File: src/rtl/mem_tid_arbiter.sv
// mem_tid_arbiter
//   Arbitrates NR_PORTS requesters (load unit, store buffer, PTW) onto a
//   single memory request channel. Each issued request (read or write)
//   is tagged with a transaction ID from a pool of 2**TID_WIDTH IDs. The
//   memory response carries the TID back, and the arbiter routes it to the
//   port that owns that TID.
//
// Ports
//   clk_i, rst_i          : clock, synchronous active-high reset
//   req_valid_i/ready_o   : per-port request handshake (one bit per port)
//   req_addr_i/we_i/wdata : per-port payload, port i in slice i
//   mem_req_*             : registered memory request (valid/ready, addr,
//                           we, wdata, tid)
//   mem_rsp_*             : memory response (valid, tid, rdata), no stall
//   rsp_valid_o/rdata_o   : response routed to the owning port
//   outstanding_o         : number of TIDs currently in use
//   err_o                 : sticky, set by a response to a TID not in use
module mem_tid_arbiter #(
  parameter int NR_PORTS   = 3,
  parameter int TID_WIDTH  = 2,
  parameter int ADDR_WIDTH = 64,
  parameter int DATA_WIDTH = 64
) (
  input  logic                           clk_i,
  input  logic                           rst_i,
  input  logic [NR_PORTS-1:0]            req_valid_i,
  output logic [NR_PORTS-1:0]            req_ready_o,
  input  logic [NR_PORTS*ADDR_WIDTH-1:0] req_addr_i,
  input  logic [NR_PORTS-1:0]            req_we_i,
  input  logic [NR_PORTS*DATA_WIDTH-1:0] req_wdata_i,
  output logic                           mem_req_valid_o,
  input  logic                           mem_req_ready_i,
  output logic [ADDR_WIDTH-1:0]          mem_req_addr_o,
  output logic                           mem_req_we_o,
  output logic [DATA_WIDTH-1:0]          mem_req_wdata_o,
  output logic [TID_WIDTH-1:0]           mem_req_tid_o,
  input  logic                           mem_rsp_valid_i,
  input  logic [TID_WIDTH-1:0]           mem_rsp_tid_i,
  input  logic [DATA_WIDTH-1:0]          mem_rsp_rdata_i,
  output logic [NR_PORTS-1:0]            rsp_valid_o,
  output logic [DATA_WIDTH-1:0]          rsp_rdata_o,
  output logic [TID_WIDTH:0]             outstanding_o,
  output logic                           err_o
);

  localparam int NUM_TIDS = 2**TID_WIDTH;
  localparam int PW       = (NR_PORTS > 1) ? $clog2(NR_PORTS) : 1;

  typedef enum logic {EMPTY, FULL} stage_state_t;

  // State
  stage_state_t          state_reg;
  logic [NUM_TIDS-1:0]   free_reg;
  logic [PW-1:0]         owner_reg [NUM_TIDS];
  logic [PW-1:0]         rr_ptr_reg;
  logic [ADDR_WIDTH-1:0] addr_reg;
  logic                  we_reg;
  logic [DATA_WIDTH-1:0] wdata_reg;
  logic [TID_WIDTH-1:0]  tid_reg;
  logic                  err_reg;
  logic [TID_WIDTH:0]    outstanding_reg;

  // Combinational decisions
  logic                  stage_avail;
  logic                  any_free;
  logic                  cand_valid;
  logic [PW-1:0]         grant_idx;
  logic                  grant;
  logic [TID_WIDTH-1:0]  alloc_tid;
  logic                  rsp_hit;
  logic                  rsp_bogus;
  logic [PW-1:0]         rsp_owner;
  int                    scan_idx;

  // The stage can take a new request if it is empty, or if its current
  // content is being accepted by memory this very cycle.
  assign stage_avail = (state_reg == EMPTY) || mem_req_ready_i;
  // Only TIDs free at the start of the cycle count; a TID released by a
  // response this cycle is not visible here until the next cycle.
  assign any_free    = |free_reg;

  // Round-robin scan starting at rr_ptr_reg, wrapping modulo NR_PORTS.
  always_comb begin
    cand_valid = 1'b0;
    grant_idx  = '0;
    scan_idx   = 0;
    for (int k = 0; k < NR_PORTS; k++) begin
      scan_idx = int'(rr_ptr_reg) + k;
      if (scan_idx >= NR_PORTS) begin
        scan_idx = scan_idx - NR_PORTS;
      end
      if (!cand_valid && req_valid_i[PW'(scan_idx)]) begin
        cand_valid = 1'b1;
        grant_idx  = PW'(scan_idx);
      end
    end
  end

  assign grant = cand_valid && stage_avail && any_free && !rst_i;

  // Lowest-index free TID: scan downward so the last hit is the lowest.
  always_comb begin
    alloc_tid = '0;
    for (int t = NUM_TIDS - 1; t >= 0; t--) begin
      if (free_reg[TID_WIDTH'(t)]) begin
        alloc_tid = TID_WIDTH'(t);
      end
    end
  end

  assign rsp_hit   = mem_rsp_valid_i && !free_reg[mem_rsp_tid_i];
  assign rsp_bogus = mem_rsp_valid_i &&  free_reg[mem_rsp_tid_i];
  assign rsp_owner = owner_reg[mem_rsp_tid_i];

  generate
    for (genvar gi = 0; gi < NR_PORTS; gi++) begin : g_port
      assign req_ready_o[gi] = grant && (grant_idx == PW'(gi));
      assign rsp_valid_o[gi] = rsp_hit && !rst_i && (rsp_owner == PW'(gi));
    end
  endgenerate

  assign rsp_rdata_o     = mem_rsp_rdata_i;
  assign mem_req_valid_o = (state_reg == FULL);
  assign mem_req_addr_o  = addr_reg;
  assign mem_req_we_o    = we_reg;
  assign mem_req_wdata_o = wdata_reg;
  assign mem_req_tid_o   = tid_reg;
  assign outstanding_o   = outstanding_reg;
  assign err_o           = err_reg;

  always_ff @(posedge clk_i) begin
    if (rst_i) begin
      state_reg       <= EMPTY;
      free_reg        <= '1;
      rr_ptr_reg      <= '0;
      addr_reg        <= '0;
      we_reg          <= 1'b0;
      wdata_reg       <= '0;
      tid_reg         <= '0;
      err_reg         <= 1'b0;
      outstanding_reg <= '0;
      for (int t = 0; t < NUM_TIDS; t++) begin
        owner_reg[t] <= '0;
      end
    end else begin
      // A response frees an in-use TID while a grant takes a TID that was
      // free, so the two bit updates never touch the same entry.
      if (rsp_hit) begin
        free_reg[mem_rsp_tid_i] <= 1'b1;
      end
      if (rsp_bogus) begin
        err_reg <= 1'b1;
      end

      case ({grant, rsp_hit})
        2'b10:   outstanding_reg <= outstanding_reg + 1'b1;
        2'b01:   outstanding_reg <= outstanding_reg - 1'b1;
        default: outstanding_reg <= outstanding_reg;
      endcase

      if (grant) begin
        free_reg[alloc_tid]  <= 1'b0;
        owner_reg[alloc_tid] <= grant_idx;
        state_reg            <= FULL;
        addr_reg             <= req_addr_i[grant_idx*ADDR_WIDTH +: ADDR_WIDTH];
        we_reg               <= req_we_i[grant_idx];
        wdata_reg            <= req_wdata_i[grant_idx*DATA_WIDTH +: DATA_WIDTH];
        tid_reg              <= alloc_tid;
        if (int'(grant_idx) == NR_PORTS - 1) begin
          rr_ptr_reg <= '0;
        end else begin
          rr_ptr_reg <= grant_idx + 1'b1;
        end
      end else if (state_reg == FULL && mem_req_ready_i) begin
        // Accepted and nothing new to load: payload is left as is.
        state_reg <= EMPTY;
      end
    end
  end

endmodule

File: config.mk
export PLATFORM = sky130hd
export DESIGN_NAME = mem_tid_arbiter
export DESIGN_NICKNAME = d
export VERILOG_FILES = /design/src/rtl/mem_tid_arbiter.sv
export SDC_FILE = /design/constraint.sdc
export NUM_CORES = 1
export LEC_CHECK = 0
export CORE_AREA = 2 2 256 258
export CTS_CLUSTER_DIAMETER = 80
export CTS_CLUSTER_SIZE = 16
export DETAILED_ROUTE_END_ITERATION = 16
export DIE_AREA = 0 0 258 260
export PLACE_DENSITY = 0.38
export SLEW_MARGIN = 20
export SYNTH_ARGS = -nofsm -noshare
export SYNTH_HDL_FRONTEND = slang
export SYNTH_SLANG_ARGS = --single-unit
File: constraint.sdc
create_clock -name clk_i -period 7.4 [get_ports clk_i]
set_clock_uncertainty 0.15 [all_clocks]
set_input_delay 0.74 -clock clk_i [delete_from_list [all_inputs] [get_ports clk_i]]
set_output_delay 0.74 -clock clk_i [all_outputs]
set_load 0.05 [all_outputs]
==> load_flow_metrics.sql <==
INSERT INTO impl_metrics (metric_group, metric, value, unit) VALUES
('outcome', 'status', 'completed', ''),
('critical_path', 'worstSetupEndpointType', 'output port', ''),
('timing', 'max_freq', '0.209', 'GHz'),
('timing', 'fin_tns_setup', '0', 'ns'),
('detailed_routing', 'post_drt_wl_per_cell', '21.9', 'µm'),
('critical_path', 'critical_path_cell_sequence', 'inv_1 > ha_1 > nor2b_1 > o21a_1 > nor4_4 > nor2_1 > nor2_1 > clkdlybuf4s50_1', ''),
('grt', 'initial_antenna_violation_count', '4', ''),
('clock_tree', 'tritoncts.num_buffers', '17', ''),
('detailed_routing', 'ant_nets', '0', ''),
('finish', 'final_nets', '1930', ''),
('finish', 'share_of_cells_above_drive_strength_1', '4.20', '%'),
('timing', 'final-setup-viol-count', '0', ''),
('synthesis', 'synth-edff-count', '8', ''),
('placement', 'pre_cts_slack', '2.67', 'ns'),
('timing', 'slew_headroom', '30.5', '%'),
('timing', 'fin_crit_sh', '64.7', '%'),
('floorplanning', 'pin_count', '666', ''),
('timing', 'tightest_slew', '1.04', 'ns'),
('power_and_ir_drop', 'static_leakage', '5.00', 'nW'),
('placement', 'post-dp-hpwl', '34200', 'µm'),
('timing', 'fin_crit', '4.79', 'ns'),
('detailed_routing', 'postRouteWirelength', '51200', 'µm'),
('timing', 'hold-worst-slack', '0.324', 'ns'),
('grt', 'maximum_number_of_pins_on_one_net_before_global_route_repair', '93', ''),
('synthesis', 'async_set_reset_flop_share_out_of_synthesis', '0', '%'),
('timing', 'hold_viol', '0', ''),
('critical_path', 'timing.setup.critical_path_class', 'flip-flop to output port', ''),
('timing', 'timing_max_transition_violations_final', '0', ''),
('detailed_routing', 'drc', '0', ''),
('placement', 'port_buffer_count', '536', ''),
('synthesis', 'seq_area_frac_synth', '35.4', '%'),
('clock_tree', 'cts_repair_resize_count', '0', ''),
('finish', 'synthToLayoutAreaGrowth', '70.9', '%'),
('floorplanning', 'fp.dieH', '260', 'µm'),
('grt', 'global_route_wire_length_before_repair', '74200', 'µm'),
('placement', 'post_dp_cell_area', '14200', 'µm²'),
('grt', 'grt_overflow_total', '0', ''),
('detailed_routing', 'first_iteration_detailed_routing_drc_count', '476', ''),
('critical_path', 'slowest_stage_delay_on_critical_path', '0.84', 'ns'),
('timing', 'setup_ws', '2.61', 'ns'),
('critical_path', 'data_required_time_at_the_worst_endpoint', '6.51', 'ns'),
('floorplanning', 'initial_core_utilization', '13.5', '%'),
('critical_path', 'path_max_fanout', '15', ''),
('critical_path', 'critPathLaunchType', 'flip-flop', ''),
('timing', 'rsz_0062_raised_after_global_routing', 'false', ''),
('detailed_routing', 'dr.pass1.iters', '5', ''),
('detailed_routing', 'dr_total_vias', '10700', ''),
('synthesis', 'combined_area_of_all_synthesized_cells', '8650', 'µm²'),
('floorplanning', 'die_area', '67100', 'µm²'),
('synthesis', 'average_cell_area_after_synthesis', '7.85', 'µm²'),
('clock_tree', 'clkSlewWorstSetupHoldPaths', '0.07', 'ns'),
('placement', 'place_congestion', '0.794', ''),
('clock_tree', 'ctsHoldBuffers', '0', ''),
('floorplanning', 'rows', '93', ''),
('clock_tree', 'clock_tree.htree_level_count', '4', ''),
('synthesis', 'syn-instance-count', '1103', ''),
('worst_hold_path', 'holdCritPathClass', 'flip-flop to flip-flop', ''),
('synthesis', 'ys_seq_elements', '149', ''),
('floorplanning', 'fp.coreArea', '64100', 'µm²'),
('clock_tree', 'clk_root_buffer_cell', 'sky130_fd_sc_hd__clkbuf_16', ''),
('grt', 'grt_use_total', '14.6', '%'),
('critical_path', 'most_common_cell_type_on_the_critical_path', 'sky130_fd_sc_hd__nor2_1', ''),
('synthesis', 'yosysWarnings', '0', ''),
('critical_path', 'critPathArrivalTime', '3.90', 'ns'),
('clock_tree', 'cts_tree', 'yes', ''),
('clock_tree', 'tritoncts_num_sinks', '149', ''),
('detailed_routing', 'post_drt_via_cell_ratio', '4.59', ''),
('floorplanning', 'die_w', '258', 'µm'),
('clock_tree', 'clk-insertion-delay-late', '0.48', 'ns'),
('run', 'maxcap_viol_count', '0', ''),
('power_and_ir_drop', 'ir_drop', '0.000170', 'V'),
('synthesis', 'synth.lib_cells_used.distinct', '41', ''),
('synthesis', 'synth_top_flop_cell', 'sky130_fd_sc_hd__dfxtp_1', ''),
('finish', 'fin_area', '14800', 'µm²'),
('critical_path', 'crit_path_top_delay_cell', 'sky130_fd_sc_hd__clkdlybuf4s50_1', ''),
('grt', 'vias_in_the_first_global_route', '10900', ''),
('clock_tree', 'cts_setup_buffers', '0', ''),
('power_and_ir_drop', 'power_density_relative_to_cell_area', '353', 'nW/µm²'),
('clock_tree', 'clock_path_buffers', '2', '');
## layout make-up
class / instances / area [µm²]
fillers: 7026 / 49300
repair buffers: 555 / 5510
multi-input cells: 731 / 4520
flip-flops and latches: 149 / 3060
well taps: 855 / 1070
clock buffers: 19 / 443
clock inverters: 13 / 145
inverters: 10 / 42.5
diodes: 2 / 5.00
## placed cells by master (no fill, tap or decap), drive strengths merged, types with 4 or more instances in the layout
cell type      Yosys  layout
a21oi            263     263
a31oi            130     130
buf              120      19
clkbuf            95      19
clkdlybuf4s50      0     536
clkinvlp           0       4
dfxtp            141     141
edfxtp             8       8
ha                 5       5
inv               10      15
nand2              7       7
nand4            130     130
nor2              16      16
nor2b              6       6
nor3               4       4
o211ai           129     129
o21ai              6       6
## power breakdown
part           internal, W  switching [W]
sequential         0.00110       0.000169
clock             0.000509       0.000435
combinational      0.00101        0.00199
## through the flow
stage / util, % / total power, W / std cells
final: 23.1 / 0.00522 / 2334
after CTS: 23.1 / 0.00532 / 2332
after floorplan: - / 0.00323 / 1105
after global placement: 22.1 / 0.00432 / 2300
after global routing: 23.1 / 0.00551 / 2333
after detailed placement: 22.1 / 0.00432 / 2300
## Yosys cell counts, drive strengths merged (2+ instances only)
| cell | n | area [µm²] |
|---|---|---|
| mux4 | 3 | 67.6 |
| o211ai | 129 | 968 |
| a21oi | 263 | 1320 |
| nor2b | 6 | 37.5 |
| nand4 | 130 | 813 |
| nor3 | 4 | 20.0 |
| o22ai | 2 | 12.5 |
| buf | 120 | 738 |
| edfxtp | 8 | 240 |
| and3 | 3 | 18.8 |
| clkbuf | 95 | 357 |
| ha | 5 | 62.6 |
| a21o | 3 | 22.5 |
| nor3b | 2 | 15.0 |
| xor2 | 2 | 17.5 |
| dfxtp | 141 | 2820 |
| nor4 | 2 | 18.8 |
| a31oi | 130 | 813 |
| o21ai | 6 | 30.0 |
| nor2 | 16 | 60.1 |
| nand2 | 7 | 26.3 |
| mux2i | 3 | 30.0 |
| inv | 10 | 37.5 |
## worst max-delay path, delay by kind of cell (launching register included)
family	cells	cell delay (ns)
and+or+nand+nor	4	1.41
AOI/OAI and AO/OA	1	0.25
DFF	1	0.39
buffers and inverters	2	0.92
adders and majority gates	1	0.45
## final timing paths
path | endpoint | startpoint | cells after the start | slack, ns
min reg2reg | mem_req_tid_o[0] | mem_req_tid_o[0] | 2 | 0.32
min | mem_req_tid_o[0] | mem_req_tid_o[0] | 2 | 0.32
max | req_ready_o[1] | rr_ptr_reg[0] | 8 | 2.61
max reg2reg | mem_req_wdata_o[41] | rr_ptr_reg[0] | 9 | 3.50
## kinds of logic after synthesis
group                    Yosys count  synth area share, %
adder cells (fa/ha/maj)            6                0.954
XOR/XNOR                           2                0.202
multiplexers                       6                 1.13
flip-flops                       149                 35.4
other                              1               0.0433
AND/OR/NAND/NOR                  174                 12.0
buffers and inverters            225                 13.1
AO/OA/AOI/OAI                    540                 37.2
## layer usage
metal	part of all wire [%]	global-route usage (%)	up-vias
met3	7.9	5.20	61
met2	49	24.5	477
met5	0.045	0	-
met1	42	17.6	5229
li1	-	-	4952
met4	1.9	4.08	4
Note: power is estimated with default switching activity, not from simulation.
